File: config.mk
export PLATFORM = sky130hd
export DESIGN_NAME = hazard_stall_ctrl
export DESIGN_NICKNAME = d
export VERILOG_FILES = /design/src/rtl/core_pkg.sv /design/src/rtl/sat_counter.sv /design/src/rtl/hazard_stall_ctrl.sv
export SDC_FILE = /design/constraint.sdc
export NUM_CORES = 1
export LEC_CHECK = 0
export CORE_ASPECT_RATIO = 1.1
export CORE_MARGIN = 3
export CORE_UTILIZATION = 40
export CTS_CLUSTER_SIZE = 12
export DETAILED_ROUTE_END_ITERATION = 16
export GPL_ROUTABILITY_DRIVEN = 0
export GPL_TIMING_DRIVEN = 0
export PLACE_DENSITY = 0.79
export SLEW_MARGIN = 20
export SYNTH_ARGS = -nofsm -noshare
export SYNTH_HDL_FRONTEND = slang
export SYNTH_SLANG_ARGS = --single-unit
File: constraint.sdc
create_clock -name clk -period 1.9 [get_ports clk]
set_input_delay 0.285 -clock clk [delete_from_list [all_inputs] [get_ports clk]]
set_output_delay 0.285 -clock clk [all_outputs]
set_load 0.01 [all_outputs]
File: src/rtl/core_pkg.sv
// Shared core types: hazard FSM states, pipeline control bundle, NOP.
// Imported by the pipeline control blocks.
package core_pkg;

    typedef enum logic [1:0] {
        RUN   = 2'd0,
        WAIT  = 2'd1,
        ERROR = 2'd2
    } state_t;

    // addi x0, x0, 0
    localparam logic [31:0] NOP_INSTR = 32'h0000_0013;

    typedef struct packed {
        logic pc_write;
        logic if_id_write;
        logic if_id_flush;
        logic id_ex_bubble;
        logic ex_mem_hold;
    } hz_ctrl_t;

    localparam hz_ctrl_t CTRL_RESET  = '{1'b0, 1'b0, 1'b1, 1'b1, 1'b0};
    localparam hz_ctrl_t CTRL_FREEZE = '{1'b0, 1'b0, 1'b0, 1'b0, 1'b1};
    localparam hz_ctrl_t CTRL_BRANCH = '{1'b1, 1'b1, 1'b1, 1'b1, 1'b0};
    localparam hz_ctrl_t CTRL_LU     = '{1'b0, 1'b0, 1'b0, 1'b1, 1'b0};
    localparam hz_ctrl_t CTRL_RUN    = '{1'b1, 1'b1, 1'b0, 1'b0, 1'b0};

    function automatic logic load_use(
        input logic       mem_read,
        input logic [4:0] rd,
        input logic [4:0] rs1,
        input logic [4:0] rs2
    );
        return mem_read && (rd != 5'd0) && (rd == rs1 || rd == rs2);
    endfunction

endpackage

File: src/rtl/sat_counter.sv
// Saturating up-counter with asynchronous active-low reset.
// Holds at all-ones instead of wrapping.
module sat_counter #(
    parameter int W = 16
) (
    input  logic         clk,
    input  logic         rst_n,
    input  logic         inc,
    output logic [W-1:0] count
);

    always_ff @(posedge clk or negedge rst_n) begin
        if (!rst_n) begin
            count <= '0;
        end else if (inc && (count != {W{1'b1}})) begin
            count <= count + W'(1);
        end
    end

endmodule

File: src/rtl/hazard_stall_ctrl.sv
// Pipeline hazard/stall controller: load-use stalls, branch flushes,
// data-memory wait freeze with watchdog, and saturating perf counters.
module hazard_stall_ctrl #(
    parameter int TIMEOUT = 255,
    parameter int CNT_W   = 16
) (
    input  logic             clk,
    input  logic             rst_n,
    input  logic [4:0]       IF_ID_rs1,
    input  logic [4:0]       IF_ID_rs2,
    input  logic [4:0]       ID_EX_rd,
    input  logic             ID_EX_memRead,
    input  logic             EX_branch_taken,
    input  logic             EX_MEM_memRead,
    input  logic             EX_MEM_memWrite,
    input  logic             mem_ready,
    output logic             pc_write,
    output logic             IF_ID_write,
    output logic             IF_ID_flush,
    output logic             ID_EX_bubble,
    output logic             EX_MEM_hold,
    output logic             mem_timeout,
    output logic [CNT_W-1:0] stall_cycles,
    output logic [CNT_W-1:0] flush_count
);

    import core_pkg::*;

    localparam logic [7:0] TMO_LAST = 8'(TIMEOUT - 1);

    state_t     state, state_nxt;
    logic [7:0] wait_cnt, wait_cnt_nxt;
    hz_ctrl_t   ctrl;
    logic       mem_acc;
    logic       mem_busy;
    logic       freeze;
    logic       lu;

    assign mem_acc  = EX_MEM_memRead | EX_MEM_memWrite;
    assign mem_busy = mem_acc & ~mem_ready;
    assign freeze   = mem_busy | (state == ERROR);
    assign lu       = load_use(ID_EX_memRead, ID_EX_rd,
                               IF_ID_rs1, IF_ID_rs2);

    always_ff @(posedge clk or negedge rst_n) begin
        if (!rst_n) begin
            state    <= RUN;
            wait_cnt <= 8'd0;
        end else begin
            state    <= state_nxt;
            wait_cnt <= wait_cnt_nxt;
        end
    end

    always_comb begin
        state_nxt    = state;
        wait_cnt_nxt = wait_cnt;
        unique case (state)
            RUN: begin
                if (mem_busy) begin
                    if (TIMEOUT == 1) begin
                        state_nxt = ERROR;
                    end else begin
                        state_nxt    = WAIT;
                        wait_cnt_nxt = 8'd1;
                    end
                end
            end
            WAIT: begin
                if (mem_ready) begin
                    state_nxt    = RUN;
                    wait_cnt_nxt = 8'd0;
                end else if (wait_cnt == TMO_LAST) begin
                    state_nxt = ERROR;
                end else begin
                    wait_cnt_nxt = wait_cnt + 8'd1;
                end
            end
            ERROR: begin
                state_nxt = ERROR;
            end
            default: begin
                state_nxt    = RUN;
                wait_cnt_nxt = 8'd0;
            end
        endcase
    end

    // A frozen pipeline keeps the branch in EX, so its flush lands later.
    always_comb begin
        ctrl = CTRL_RUN;
        if (!rst_n) begin
            ctrl = CTRL_RESET;
        end else if (freeze) begin
            ctrl = CTRL_FREEZE;
        end else if (EX_branch_taken) begin
            ctrl = CTRL_BRANCH;
        end else if (lu) begin
            ctrl = CTRL_LU;
        end
    end

    assign pc_write     = ctrl.pc_write;
    assign IF_ID_write  = ctrl.if_id_write;
    assign IF_ID_flush  = ctrl.if_id_flush;
    assign ID_EX_bubble = ctrl.id_ex_bubble;
    assign EX_MEM_hold  = ctrl.ex_mem_hold;
    assign mem_timeout  = (state == ERROR);

    sat_counter #(.W(CNT_W)) u_stall_cnt (
        .clk   (clk),
        .rst_n (rst_n),
        .inc   (~ctrl.pc_write),
        .count (stall_cycles)
    );

    sat_counter #(.W(CNT_W)) u_flush_cnt (
        .clk   (clk),
        .rst_n (rst_n),
        .inc   (ctrl.if_id_flush),
        .count (flush_count)
    );

endmodule

Yosys cells after proc, flatten, opt, wreduce, memory -nomap -nowiden
Index checks and enable logic that the tools add are counted.

Flip-flop bits (word level): 42. Output and inout port bits: 38. Input port bits: 22. Word-level logic and storage cells: 44.

$add $sub $neg: 3. Equality and inequality tests: 10. Multiplexer cells: 12. Bitwise logic cells: 6. Reduce and logical (&&, ||, !) cells: 9.

Operators with widths (count): $add A16 B1 Y16 const B (2); $ne A16 B16 Y1 const B (2); $mux W8 (3); $pmux W8 S3 (1); $mux W5 (4); $eq A5 B5 Y1 (2); $add A8 B1 Y8 const B (1); $eq A8 B8 Y1 const B (1); $mux W2 (3); $ne A3 B3 Y1 const B (2); $pmux W2 S3 (1); $reduce_bool A5 Y1 (1); $logic_and A1 B1 Y1 (4); $not A1 Y1 (3); $reduce_and A3 Y1 (1); $eq A2 B1 Y1 const B (1); $eq A2 B2 Y1 const B (1); $logic_not A2 Y1 (1); $ne A2 B2 Y1 const B (1); $or A1 B1 Y1 (2); $reduce_and A2 Y1 (1); $and A1 B1 Y1 (1); $logic_or A1 B1 Y1 (1).

Longest topological paths before layout
Word-level depth: 9. Depth in mapped cells: 8. Depth with buffers taken out: 7.

Hierarchy
A second synthesis with hierarchy kept.

Cells, all modules: 234. Area total of the unflattened synthesis: 2509.9 sq um.

By module, submodules not included: sat_counter (instances 2, area an instance 859.6 sq um, cells each 72); hazard_stall_ctrl (instances 1, area an instance 790.8 sq um, cells each 90).

Worst setup path after synthesis
No wires, ideal clock.

Kind: flip-flop to flip-flop. From: reg u_stall_cnt.count[0]. To: reg u_stall_cnt.count[1]. Required time: 1775 ps. Clock period less this slack: 1902 ps. Slack: -2 ps. Stages on the path, launching flop included: 8. Data arrival time: 1777 ps. Setup time: 125 ps. Path buffers: 1. Cell sequence: dfrtp_1 > ha_1 > nand3_1 > nor4_1 > a21boi_0 > a21o_1 > buf_6 > mux2_4.

Cells in the longest elaborated chain, start to end: 2. Elaborated cells on any way between the ends: 3. Classes of those cells: add/sub: 1; eq/ne: 1; reduce/logical: 1.

Ends and longest elaborated chain: start: declaration (RTL line sat_counter.sv:9) `output logic [W-1:0] count`; start signal: assignment (RTL line sat_counter.sv:16) `count <= count + W'(1);`; parallel branches: the longest is 2 deep, another holds $add A16 B1 Y16.

Several ways; the timed one is not identified. A chain may end at the register's enable or synchronous reset.

Worst setup path in the final report
From: reg state[0]. To: out ID_EX_bubble.

Cells in the longest elaborated chain, start to end: 4.

Ends and longest elaborated chain: start: declaration (RTL line hazard_stall_ctrl.sv:31) `state_t state, state_nxt;`; start signal: assignment (RTL line hazard_stall_ctrl.sv:50) `state <= state_nxt;`; $eq A2 B2 Y1 (RTL line hazard_stall_ctrl.sv:41) `assign freeze = mem_busy | (state == ERROR);`; $or A1 B1 Y1 (RTL line hazard_stall_ctrl.sv:41); $mux W5 (RTL line hazard_stall_ctrl.sv:94) `end else if (freeze) begin`; $mux W5 (RTL line hazard_stall_ctrl.sv:92) `if (!rst_n) begin`; end: declaration (RTL line hazard_stall_ctrl.sv:20) `output logic ID_EX_bubble,`.

No other way between the ends.

==> flow_summary_export.csv <==
group,metric,value,unit
outcome,status,"finished, final reports clean",
grt,first_global_vias,2019,
critical_path,critical-path-slowest-cell,"sky130_fd_sc_hd__dfrtp_2",
cells_and_area,layout.cells.most_common_list,"41 x sky130_fd_sc_hd__dfrtp_1, 40 x sky130_fd_sc_hd__clkdlybuf4s50_1, 30 x sky130_fd_sc_hd__xnor2_1",
worst_hold_path,holdCritPathClass,"flip-flop to flip-flop",
critical_path,setup.worst_path.start,"state[0]",
drt,drtPass1Iterations,5,
timing,layout_worst_path_cycle_share,97.50,%
timing,max_clock_freq,539.8,MHz
pwr,cellLeakagePower,0.001415,µW
synthesis,synth_edf_count,0,
clocking,clock-sinks,42,
die,design.portCount,60,
placement,portBuffers,59,
synthesis,synth.ff_latch_count,42,
pwr,ir_worst_vdd,0.0007745,V
grt,grt_first_pass_wirelength,9032,µm
grt,grt_start_max_net_pins,23,
synthesis,yosys_top_cell_area_share,47.22,%
placement,place_ws,-1.029,ns
die,initial_core_util,42.78,%
cells_and_area,antenna_cells,0,
timing,final.setup.worst_slack,0.04744,ns
critical_path,timing.critical_path.required,1.62,ns
placement,hpwl,3718,µm
timing,final-setup-viol-count,0,
synthesis,yosysUniqueCellTypes,37,
pwr,cell_area_power_density,913.4,nW/µm²
cells_and_area,design.final.nets,330,
timing,setup_total_negative_slack,0,ns
job,max_cap_viol_count,0,
grt,track_usage,16.56,%
critical_path,crit_path_max_fanout,6,
clocking,clock_network_latency_to_the_later_pin_of_the_worst_skew_pair,0.28,ns
die,floorplan.core_area,5202,µm²
clocking,htreeDepth,2,
synthesis,cell_types_occupying_the_most_area_after_synthesis,"sky130_fd_sc_hd__dfrtp_1 47%, sky130_fd_sc_hd__xnor2_1 12%, sky130_fd_sc_hd__xor2_1 5.5%",
cells_and_area,drive_gt1_share,18.69,%
synthesis,post-synth-top-area-cell,"sky130_fd_sc_hd__dfrtp_1",
clocking,cts.clk_slew.worst_paths,0.08,ns
critical_path,critPathArrivalTime,1.57,ns
timing,worst_pin_slew,1.013,ns
placement,post_dp_cell_area,2935,µm²
synthesis,netlist_area,2226,µm²
drt,remaining_drc_errors,0,
drt,viasPerCell,5.143,
drt,final_antenna_net_count,0,
critical_path,path_buf_inv,2,
cells_and_area,layout.cell_area.non_filler,3302,µm²
synthesis,async_flop_share,100.0,%
die,floorplan.die.height,84.24,µm
synthesis,ys.flop_type,"sky130_fd_sc_hd__dfrtp_1",
critical_path,critPathTopFamily,"flip-flops",
grt,grt.overflow.total,0,
timing,slew_viol_final,0,
synthesis,synth_warnings,0,
grt,antenna_found_initial,0,
timing,finalClockSkew,0.003843,ns
critical_path,reg_to_reg_start,"state[1]",
critical_path,worstSetupStartpointType,"flip-flop",
synthesis,netlist_instances,222,
die,die_area,6497,µm²
critical_path,crit_top_cell,"sky130_fd_sc_hd__buf_6",
timing,timing.final.hold_violations,0,
clocking,tritoncts.num_buffers,5,
drt,route.detailed.wl_per_inst,13.81,µm
critical_path,critical_path.cell_chain,"or2b_4 -> a31oi_4 -> buf_6 -> nand2_2 -> buf_6",
synthesis,synth_nets,248,
synthesis,synthesis.area_per_instance,10.03,µm²
drt,1st_iter_drt_viols,92,
timing,min_period,1.853,ns
timing,grt_setup_unrepaired,"true",
die,die_w,77.13,µm
critical_path,worst_path_largest_cell_delay,0.42,ns
cells_and_area,mostFrequentLayoutCell,"sky130_fd_sc_hd__dfrtp_1",
drt,via_count,1939,
critical_path,timing.critical_path.to_type,"output port",
clocking,root_buffer,"sky130_fd_sc_hd__clkbuf_8",
drt,drt-total-wl,5206,µm
clocking,cts_tree,"yes",
cells_and_area,postLayoutCoreUtil,63.47,%
worst_hold_path,hold_path_startpoint,"u_flush_cnt.count[8]",
synthesis,ys_seq_area_share,47.22,%
critical_path,setup.worst_path.class,"flip-flop to output port",
timing,slew_headroom,32.22,%
cells_and_area,flow.area_growth_from_synthesis,48.34,%
clocking,clockBufferDepth,2,
die,core.rowCount,27,
## Yosys cell counts (2+ instances only)
cell type,instances
sky130_fd_sc_hd__a21boi_0,2
sky130_fd_sc_hd__a21o_1,2
sky130_fd_sc_hd__a21oi_1,4
sky130_fd_sc_hd__a31oi_2,2
sky130_fd_sc_hd__and3_1,4
sky130_fd_sc_hd__and4_1,2
sky130_fd_sc_hd__dfrtp_1,42
sky130_fd_sc_hd__ha_1,4
sky130_fd_sc_hd__inv_1,7
sky130_fd_sc_hd__mux2_2,2
sky130_fd_sc_hd__nand2_1,25
sky130_fd_sc_hd__nand3_1,20
sky130_fd_sc_hd__nand4_1,9
sky130_fd_sc_hd__nor2_1,19
sky130_fd_sc_hd__nor3_1,5
sky130_fd_sc_hd__nor4_1,2
sky130_fd_sc_hd__o21ai_0,5
sky130_fd_sc_hd__o31ai_1,2
sky130_fd_sc_hd__or4_1,3
sky130_fd_sc_hd__xnor2_1,31
sky130_fd_sc_hd__xor2_1,14
## repair_timing
item,in CTS,in global routing
setup endpoints to repair,32,23
resized for setup,56,25
pin swaps,9,17
setup buffers,11,3
hold endpoints to repair,20,0
hold buffers,2,0
## worst paths after layout
path | endpoint | slack, ns | cells past startpoint
setup / recovery | ID_EX_bubble | 0.05 | 5
setup reg to reg | u_flush_cnt.count[11] | 0.06 | 6
max in group asynchronous | state[0] | 0.38 | 3
hold / removal | u_flush_cnt.count[8] | 0.50 | 1
hold reg to reg | u_flush_cnt.count[8] | 0.50 | 1
min in group asynchronous | wait_cnt[6] | 0.69 | 2
## through the flow
| step | hold slack, ns | power, µW | cells |
|---|---|---|---|
| after floorplan | -0.01059 | 1788 | 222 |
| after global placement | 0.4789 | 2299 | 353 |
| after detailed placement | 0.2827 | 2323 | 354 |
| after CTS | 0.5022 | 2989 | 375 |
| after global routing | 0.5215 | 3216 | 377 |
| final | 0.4956 | 3016 | 377 |
## power breakdown
part	internal [µW]	switching (µW)	leakage [µW]
registers	1080	244	0.000527
clock network	293	291	0.0000482
logic	648	461	0.000841
## per-layer routing
layer / global-route usage (%) / part of all wire [%] / vias up / routed length (µm)
met3: 3.433 / 3.8 / 7 / 199
met4: 4.045 / 0.65 / 0 / 34
li1: - / - / 938 / -
met5: 0 / 0 / - / 0
met2: 30.09 / 54 / 49 / 2797
met1: 19.90 / 42 / 945 / 2175
## cells by family after synthesis
| group | Yosys count | share of synthesized area, % |
|---|---|---|
| AOI/OAI and AO/OA | 25 | 8.431 |
| xor gates and xnor gates | 45 | 17.71 |
| adders and majority gates | 4 | 2.249 |
| buffers and inverters | 9 | 2.024 |
| DFF | 42 | 47.22 |
| muxes | 3 | 1.686 |
| and+or+nand+nor | 94 | 20.69 |
## layout make-up
type / instances / area, µm²
well taps: 72 / 90.09
fillers: 446 / 1901
multi-input cells: 171 / 1284
inverters: 7 / 26.28
clock buffers: 7 / 86.33
repair buffers: 76 / 747.0
clock inverters: 1 / 5.005
flip-flops and latches: 42 / 1052
plain buffers: 1 / 11.26
## sequential cells by signal, summed over array words and instances, names as in the netlist
name	count
wait_cnt	8
state	2
u_flush_cnt.count	16
u_stall_cnt.count	16
Power figures use the tool's default switching activity.
